**config.mk**
```make
export PLATFORM = sky130hd
export DESIGN_NAME = vector_alu_sequencer
export DESIGN_NICKNAME = d
export VERILOG_FILES = /design/src/rtl/vector_alu_pkg.sv /design/src/rtl/vector_alu_sequencer_cmd_fifo.sv /design/src/rtl/vector_alu_sequencer.sv
export SDC_FILE = /design/constraint.sdc
export NUM_CORES = 1
export LEC_CHECK = 0
export ABC_CLOCK_PERIOD_IN_PS = 2210
export CAP_MARGIN = 20
export CORE_ASPECT_RATIO = 0.75
export CORE_MARGIN = 4
export CORE_UTILIZATION = 45
export DETAILED_ROUTE_END_ITERATION = 10
export PLACE_DENSITY = 0.8
export SLEW_MARGIN = 0
export SYNTH_ARGS = -nofsm -noshare
export SYNTH_HDL_FRONTEND = slang
export SYNTH_SLANG_ARGS = --single-unit
```
**constraint.sdc**
```tcl
create_clock -name clk -period 2.21 [get_ports clk]
set_clock_uncertainty 0.15 [all_clocks]
set_input_delay 0.442 -clock clk [delete_from_list [all_inputs] [get_ports clk]]
set_output_delay 0.442 -clock clk [all_outputs]
set_load 0.01 [all_outputs]
```
**src/rtl/vector_alu_pkg.sv**
```systemverilog
// Shared opcode constants, FSM state encoding and decode helper for the
// vector ALU sequencer.
package vector_alu_pkg;

    localparam logic [2:0] OP_ADD  = 3'b000;
    localparam logic [2:0] OP_SUB  = 3'b001;
    localparam logic [2:0] OP_MULT = 3'b010;
    localparam logic [2:0] OP_CMP  = 3'b011;
    localparam int unsigned OP_LOGIC_BIT = 2;

    typedef enum logic [1:0] {
        ST_IDLE,
        ST_FETCH,
        ST_EXEC,
        ST_WB
    } state_t;

    function automatic logic is_mult(input logic [2:0] op);
        return op == OP_MULT;
    endfunction

endpackage

```
**src/rtl/vector_alu_sequencer_cmd_fifo.sv**
```systemverilog
// Command queue: synchronous FIFO with occupancy counter, no read-through,
// so a freshly pushed entry becomes visible on the following cycle.
module cmd_fifo #(
    parameter int unsigned WIDTH = 8,
    parameter int unsigned DEPTH = 4
) (
    input  logic             clk,
    input  logic             rst_n,
    input  logic             push,
    input  logic [WIDTH-1:0] din,
    input  logic             pop,
    output logic [WIDTH-1:0] dout,
    output logic             full,
    output logic             empty
);

    localparam int unsigned AW = $clog2(DEPTH);

    logic [WIDTH-1:0] mem [DEPTH];
    logic [AW-1:0]    wr_ptr;
    logic [AW-1:0]    rd_ptr;
    logic [AW:0]      count;
    logic             do_push;
    logic             do_pop;

    assign full    = (count == (AW+1)'(DEPTH));
    assign empty   = (count == '0);
    assign dout    = mem[rd_ptr];
    assign do_push = push && !full;
    assign do_pop  = pop && !empty;

    always_ff @(posedge clk) begin
        if (do_push) begin
            mem[wr_ptr] <= din;
        end
    end

    // Pointers are exactly AW bits wide, so wrap modulo DEPTH is implicit.
    always_ff @(posedge clk) begin
        if (!rst_n) begin
            wr_ptr <= '0;
            rd_ptr <= '0;
            count  <= '0;
        end else begin
            if (do_push) begin
                wr_ptr <= wr_ptr + AW'(1);
            end
            if (do_pop) begin
                rd_ptr <= rd_ptr + AW'(1);
            end
            case ({do_push, do_pop})
                2'b10:   count <= count + (AW+1)'(1);
                2'b01:   count <= count - (AW+1)'(1);
                default: count <= count;
            endcase
        end
    end

endmodule

```
**src/rtl/vector_alu_sequencer.sv**
```systemverilog
// Sequencer that queues vector ALU commands and steps each one through
// FETCH / EXEC / WB, driving register-file and ALU control strobes.
module vector_alu_sequencer
    import vector_alu_pkg::*;
#(
    parameter int unsigned BITS        = 8,
    parameter int unsigned REG_AW      = 2,
    parameter int unsigned FIFO_DEPTH  = 4,
    parameter int unsigned MULT_CYCLES = 2
) (
    input  logic              clk,
    input  logic              rst_n,
    input  logic              cmd_valid,
    output logic              cmd_ready,
    input  logic [2:0]        cmd_op,
    input  logic              cmd_scalar_sel,
    input  logic [BITS-1:0]   cmd_scalar,
    input  logic [REG_AW-1:0] cmd_src_a,
    input  logic [REG_AW-1:0] cmd_src_b,
    input  logic [REG_AW-1:0] cmd_dst,
    output logic [REG_AW-1:0] rf_rd_a_addr,
    output logic [REG_AW-1:0] rf_rd_b_addr,
    output logic [2:0]        alu_op_sel,
    output logic              alu_scalar_sel,
    output logic [BITS-1:0]   alu_scalar,
    output logic              alu_en,
    output logic              rf_wr_en,
    output logic [REG_AW-1:0] rf_wr_addr,
    output logic              busy,
    output logic              done
);

    localparam int unsigned CMD_W = 3 + 1 + BITS + 3 * REG_AW;
    localparam int unsigned CW    = (MULT_CYCLES > 1) ? $clog2(MULT_CYCLES) : 1;

    logic [CMD_W-1:0]  fifo_din;
    logic [CMD_W-1:0]  fifo_dout;
    logic              fifo_full;
    logic              fifo_empty;
    logic              fifo_push;
    logic              fifo_pop;

    logic [2:0]        head_op;
    logic              head_ssel;
    logic [BITS-1:0]   head_scalar;
    logic [REG_AW-1:0] head_a;
    logic [REG_AW-1:0] head_b;
    logic [REG_AW-1:0] head_dst;

    state_t            state;
    logic [CW-1:0]     cnt;
    logic [REG_AW-1:0] cur_dst;

    assign fifo_din = {cmd_op, cmd_scalar_sel, cmd_scalar, cmd_src_a, cmd_src_b, cmd_dst};
    assign {head_op, head_ssel, head_scalar, head_a, head_b, head_dst} = fifo_dout;

    assign cmd_ready = !fifo_full;
    assign fifo_push = cmd_valid && cmd_ready;
    assign fifo_pop  = ((state == ST_IDLE) || (state == ST_WB)) && !fifo_empty;
    assign busy      = (state != ST_IDLE) || !fifo_empty;

    cmd_fifo #(
        .WIDTH (CMD_W),
        .DEPTH (FIFO_DEPTH)
    ) u_cmd_fifo (
        .clk   (clk),
        .rst_n (rst_n),
        .push  (fifo_push),
        .din   (fifo_din),
        .pop   (fifo_pop),
        .dout  (fifo_dout),
        .full  (fifo_full),
        .empty (fifo_empty)
    );

    always_ff @(posedge clk) begin
        if (!rst_n) begin
            state          <= ST_IDLE;
            cnt            <= '0;
            cur_dst        <= '0;
            rf_rd_a_addr   <= '0;
            rf_rd_b_addr   <= '0;
            alu_op_sel     <= '0;
            alu_scalar_sel <= 1'b0;
            alu_scalar     <= '0;
            alu_en         <= 1'b0;
            rf_wr_en       <= 1'b0;
            rf_wr_addr     <= '0;
            done           <= 1'b0;
        end else begin
            alu_en   <= 1'b0;
            rf_wr_en <= 1'b0;
            done     <= 1'b0;
            case (state)
                // Strobes are registered, so each is raised on the edge that
                // enters the cycle it belongs to.
                ST_IDLE, ST_WB: begin
                    if (!fifo_empty) begin
                        state          <= ST_FETCH;
                        rf_rd_a_addr   <= head_a;
                        rf_rd_b_addr   <= head_b;
                        alu_op_sel     <= head_op;
                        alu_scalar_sel <= head_ssel;
                        alu_scalar     <= head_scalar;
                        cur_dst        <= head_dst;
                    end else begin
                        state <= ST_IDLE;
                    end
                end
                ST_FETCH: begin
                    state <= ST_EXEC;
                    if (is_mult(alu_op_sel)) begin
                        cnt    <= CW'(MULT_CYCLES - 1);
                        alu_en <= (MULT_CYCLES == 1);
                    end else begin
                        cnt    <= '0;
                        alu_en <= 1'b1;
                    end
                end
                ST_EXEC: begin
                    if (cnt == '0) begin
                        state      <= ST_WB;
                        rf_wr_en   <= 1'b1;
                        rf_wr_addr <= cur_dst;
                        done       <= 1'b1;
                    end else begin
                        cnt    <= cnt - CW'(1);
                        alu_en <= (cnt == CW'(1));
                    end
                end
                default: state <= ST_IDLE;
            endcase
        end
    end

endmodule

```
* Word level (Yosys, flattened, before mapping) *
Memory sizes are Yosys's and may differ from the RTL's. A register that Yosys moved wholly into a read port is not among the register bits.
Index checks and enable logic that the tools add are counted.

storage, ports and cells
  RAM bits = 72
  memories = 1
  input port bits = 21
  register bits = 14

memories
  memory          words  width  read ports  clocked after Yosys merged registers in  write ports  RTL line                             RTL
  u_cmd_fifo.mem  4      18     1           1                                        1            vector_alu_sequencer_cmd_fifo.sv:19  logic [WIDTH-1:0] mem [DEPTH];

cells by class
  bitwise operators = 2
  muxes and demuxes = 13
  eq/ne operators = 8
  add/sub/neg operators = 5
  reductions and logical operators = 18

operators with widths
  kind                 count
  $mux 1               8
  $eq 2x2->1 const B   3
  $pmux 2 s3           1
  $pmux 3 s2           1
  $reduce_and 2->1     3
  $reduce_bool 2->1    3
  $add 2x1->2 const B  2
  $eq 2x1->1 const B   2
  $logic_and 1x1->1    4
  $pmux 1 s2           2
  $add 3x1->3 const B  1
  $eq 3x2->1 const B   1
  $eq 3x3->1 const B   1
  $logic_not 1->1      3
  $logic_not 3->1      1
  $sub 3x1->3 const B  1
  $logic_not 2->1      1
  $logic_or 1x1->1     2
  $mux 2               1
  $ne 2x2->1 const B   1
  $not 1->1            2
  $reduce_or 2->1      1
  $sub 1x1->1 const B  1

* Longest topological paths before layout *
  depth in word-level cells = 6
  gate-level depth with buffers = 9

* By module *
Synthesis repeated with hierarchy kept, for this count alone.

second synthesis, totals
  cells, all modules = 263
  area, all modules = 4169.0 µm²

by module, submodules not included
  module                area an instance (µm²)  cells each  times used  sequential area each (µm²)
  cmd_fifo              3103.0                  148         1           2342.2
  vector_alu_sequencer  1066.0                  115         1           500.5

* Least setup slack after synthesis *
Ideal clock, no wire load.

  path type = register -> register
  start = reg state[0]
  end = reg u_cmd_fifo.count[2]
  stages on the path, launching flop included = 10
  arrival = 2.182 ns
  path slack = -0.193 ns
  clock period less this slack = 2.403 ns
  cells stage by stage = dfxtp_1 > inv_1 > ha_1 > buf_2 > nor2_1 > ha_1 > fa_1 > xnor2_1 > or3_2 > a21oi_1

between the ends
  longest elaborated chain between the ends = 6
  elaborated cells on any way between the ends = 9
  those cells by class = 3 x eq/ne; 1 x mux; 5 x reduce/logical

ends and longest elaborated chain
  what                                                    RTL line                             RTL
  start, declared                                         vector_alu_sequencer.sv:50           state_t state;
  start signal, assigned                                  vector_alu_sequencer.sv:78           state <= ST_IDLE;
  start signal, assigned                                  vector_alu_sequencer.sv:99           state <= ST_FETCH;
  start signal, assigned                                  vector_alu_sequencer.sv:107          state <= ST_IDLE;
  $eq 2x2->1 / $logic_not 2->1 (equally long branches)    vector_alu_sequencer.sv:59           assign fifo_pop = ((state == ST_IDLE) || (state == ST_WB)) && !fifo_empty;
  $logic_or 1x1->1 *                                      vector_alu_sequencer.sv:59
  $logic_and 1x1->1 *                                     vector_alu_sequencer.sv:59
  via fifo_pop                                            vector_alu_sequencer.sv:41           logic fifo_pop;
  $logic_and 1x1->1 *                                     vector_alu_sequencer_cmd_fifo.sv:30  assign do_pop = pop && !empty;
  $eq 2x1->1 / $eq 2x2->1 (equally long branches)         vector_alu_sequencer_cmd_fifo.sv:51  case ({do_push, do_pop})
  $pmux 3 s2 / $reduce_bool 2->1 (equally long branches)  --
  end signal, assigned                                    vector_alu_sequencer_cmd_fifo.sv:52  2'b10: count <= count + (AW+1)'(1);
  end signal, assigned                                    vector_alu_sequencer_cmd_fifo.sv:53  2'b01: count <= count - (AW+1)'(1);
  end signal, assigned                                    vector_alu_sequencer_cmd_fifo.sv:54  default: count <= count;
  end, declared                                           vector_alu_sequencer_cmd_fifo.sv:22  logic [AW:0] count;

The timed path passes the listed nets; every way through them passes the cells marked *.
A chain may end at the register's enable or synchronous reset.

* Worst setup path in the final report *
  start = reg u_cmd_fifo.count[2]
  end = out cmd_ready

between the ends
  longest elaborated chain between the ends = 2

ends and longest elaborated chain
  what             RTL line                             RTL
  $eq 3x3->1       vector_alu_sequencer_cmd_fifo.sv:26  assign full = (count == (AW+1)'(DEPTH));
  $logic_not 1->1  vector_alu_sequencer.sv:57           assign cmd_ready = !fifo_full;
  end, declared    vector_alu_sequencer.sv:14           output logic cmd_ready,

Every way passes these cells.

==> impl_metrics.ini <==
[timing]
fin_crit_sh_pct = 97.4
maxSlewViolCount = 0
slew_headroom_pct = 38.8
max_freq_ghz = 0.464
hold_viol = 0
period_needed_ns = 2.15
hold-worst-slack_ns = 0.334
setup-violations-final = 0
rsz0062_at_grt = no
tightest_slew_ns = 0.917

[floorplan]
fp-row-count = 29
die_area_mm2 = 0.0103
design.core.area_mm2 = 0.00849
ios = 44
fp.dieW_um = 116
initial_core_util_pct = 46.2
die_h_um = 88.9

[yosys]
syn_inst = 217
synth_top_family_by_area = multiplexers
synth_warnings = 0
syn-num-nets = 247
yosys_register_bits = 104
netlist.area_leader.share_pct = 55.1
yosysUniqueCellTypes = 36
synthAdderAreaFrac_pct = 3.06
yosys-mux-area-fraction_pct = 11.5
synthXorXnorAreaFrac_pct = 0.447
syn_area_mm2 = 0.00392
yosys.area.top_type = edfxtp_1
avgSynthCellArea_um2 = 18.1
synth-simple-area-share_pct = 4.18
synthFlopType = edfxtp_1
ys_async_sr_fraction_pct = 0
synth.area.top_cells = edfxtp_1, dfxtp_1, mux4_2, a22o_1, ha_1
synth_edf_count = 72
seq_area_frac_synth_pct = 71.5
synth-compound-area-share_pct = 6.60

[global_route]
first_global_vias = 2162
grt.total_usage_pct = 14.8
grt_max_degree = 21
antenna_found_initial = 0
grt_overflow = 0
grt_pass1_wl_mm = 11.3

[power]
p_leak_nw = 1.69
totalPowerFinal_mw = 6.13
p_per_area_mw_per_mm2 = 1250
vdd_drop_max_uv = 663

[hold_path]
hold-path-endpoint = alu_scalar[0]$_SDFFE_PN0P_
hold_path.class = reg2reg
holdPathStages = 1
hp-start = alu_scalar[0]$_SDFFE_PN0P_

[setup_path]
end_kind = output pin
crit_required_ns = 1.62
crit_type = reg2out
reg2reg_depth = 8
critPathLaunch = u_cmd_fifo.count[2]$_SDFFE_PN0P_
r2r-start = state[0]$_SDFFE_PN0P_
startpoint_type = flop
r2r_end = u_cmd_fifo.count[2]$_SDFFE_PN0P_
cp_max_fo = 9
critical_path_arrival_ns = 1.56
r2r_setup_slack_ns = 0.14

[route]
met1_length_mm = 2.98
drc = 0
ant_nets = 0
met3_length_um = 346
wl_per_cell_um = 17.8
detail_route.iter0.violations = 114
vias_per_cell = 5.27
top_layer_used = met4
firstDrtPassIters = 4
vias = 2043
wl_met2_mm = 3.49
wirelength_mm = 6.89

[placed_design]
port_buffers = 43
routabilityCongestion = 0.747
dp_hpwl_mm = 4.49

[clock_network]
cts_tree = built
clk_path_buf_depth = 2
hold_buffers = 0
clock_latency_ns = 0.34
cts.clk_slew.worst_paths_ns = 0.07
cts_num_sinks = 104
ctsRootBufferMaster = clkbuf_16
cts_htree_levels = 3
cts_buffers = 9

[finish]
fin_util_pct = 57.9
nFillCells = 662
syn2layout_area_growth_pct = 25.4
diodes = 0
layout-drive-gt1-share_pct = 24.3
layout.nets = 305

[outcome]
status = finished, final reports clean

[run]
cap_viol_max_count = 0
layer usage:
layer	up-vias	global-route usage, %
li1	969	-
met1	1022	18.4
met2	47	24.9
met3	5	5.33
met4	0	4.43
met5	-	0
logic make-up after synthesis:
kind of cell | Yosys count
mux | 22
buf+inv | 19
fa+ha+maj | 9
simple gates | 27
flops | 104
xor+xnor | 2
compound gates | 34
how the worst max path moves through the flow:
stage,depth (start not counted),end,slack (ns)
finish,3,cmd_ready,0.06
floorplan,9,u_cmd_fifo.count[2]$_SDFFE_PN0P_,0.02
detailed placement,7,u_cmd_fifo.count[2]$_SDFFE_PN0P_,-0.24
global placement,7,u_cmd_fifo.count[2]$_SDFFE_PN0P_,-0.17
CTS,4,busy,0.01
global route,3,cmd_ready,0.00009
power breakdown:
part	switching, mW	total [mW]	internal, mW
registers	0.262	2.71	2.45
clock network	0.665	1.55	0.884
logic	0.807	1.86	1.06
total	1.73	6.13	4.39
cell usage in the layout, fill, tap and decap left out, drive strengths merged, types with 2 or more instances in the layout:
master          n
o31ai           2
clkbuf         10
edfxtp         72
nor3            2
nand2           5
a22o           18
nor2            6
inv             9
nand3           3
clkdlybuf4s50  41
clkinv          2
ha              8
mux4           18
a21oi           7
a21o            2
dfxtp          32
buf            16
and3            4
mux2i           4
or3             2
o21a            2
o21ai           2
registers in the layout (all words and copies together), names as in the netlist, 2 cells and up:
register and cells:
rf_rd_a_addr 2, u_cmd_fifo.count 3, u_cmd_fifo.mem 72, u_cmd_fifo.wr_ptr 2, rf_rd_b_addr 2, cur_dst 2, alu_op_sel 3, u_cmd_fifo.rd_ptr 2
alu_scalar 8, rf_wr_addr 2, state 2
cell usage after synthesis (2+ instances only):
library cell	instances
a21o_1	2
a21oi_1	7
a22o_1	18
and3_2	4
buf_4	4
buf_6	3
clkbuf_1	3
dfxtp_1	32
edfxtp_1	72
ha_1	8
inv_1	6
mux2i_1	4
mux4_2	17
nand2_1	5
nand3_1	3
nor2_1	6
o21a_1	2
o21ai_0	2
o31ai_1	2
area by class of cell:
cell class	count	area [um^2]	share of cell area, %
clock buffer	10	229	4.66
timing repair buffer	59	614	12.5
multi-input combinational	94	1040	21.1
inverter	7	26.3	0.534
clock inverter	6	66.3	1.35
sequential	104	2810	57.1
tap	108	135	2.75
critical path, stage by stage, from the launching register on:
cell           delay (ns)
dfxtp_2              0.38
or3b_4               0.39
buf_4                0.17
dlygate4sd2_1        0.28
metrics by stage:
step	TNS (ns)	setup WS, ns	cells	cell area, um^2
floorplan	0	0.0156	217	3950
global placement	-0.174	-0.174	371	4600
detailed placement	-0.239	-0.239	371	4600
CTS	0	0.0122	387	4900
global route	0	0.0000916	388	4920
finish	0	0.0568	388	4920
timing repair:
item	CTS	global route
resized for setup	4	4
endpoints found under the setup margin	2	3
pin swaps	0	1
buffers inserted	0	1
Power figures use the tool's default switching activity.
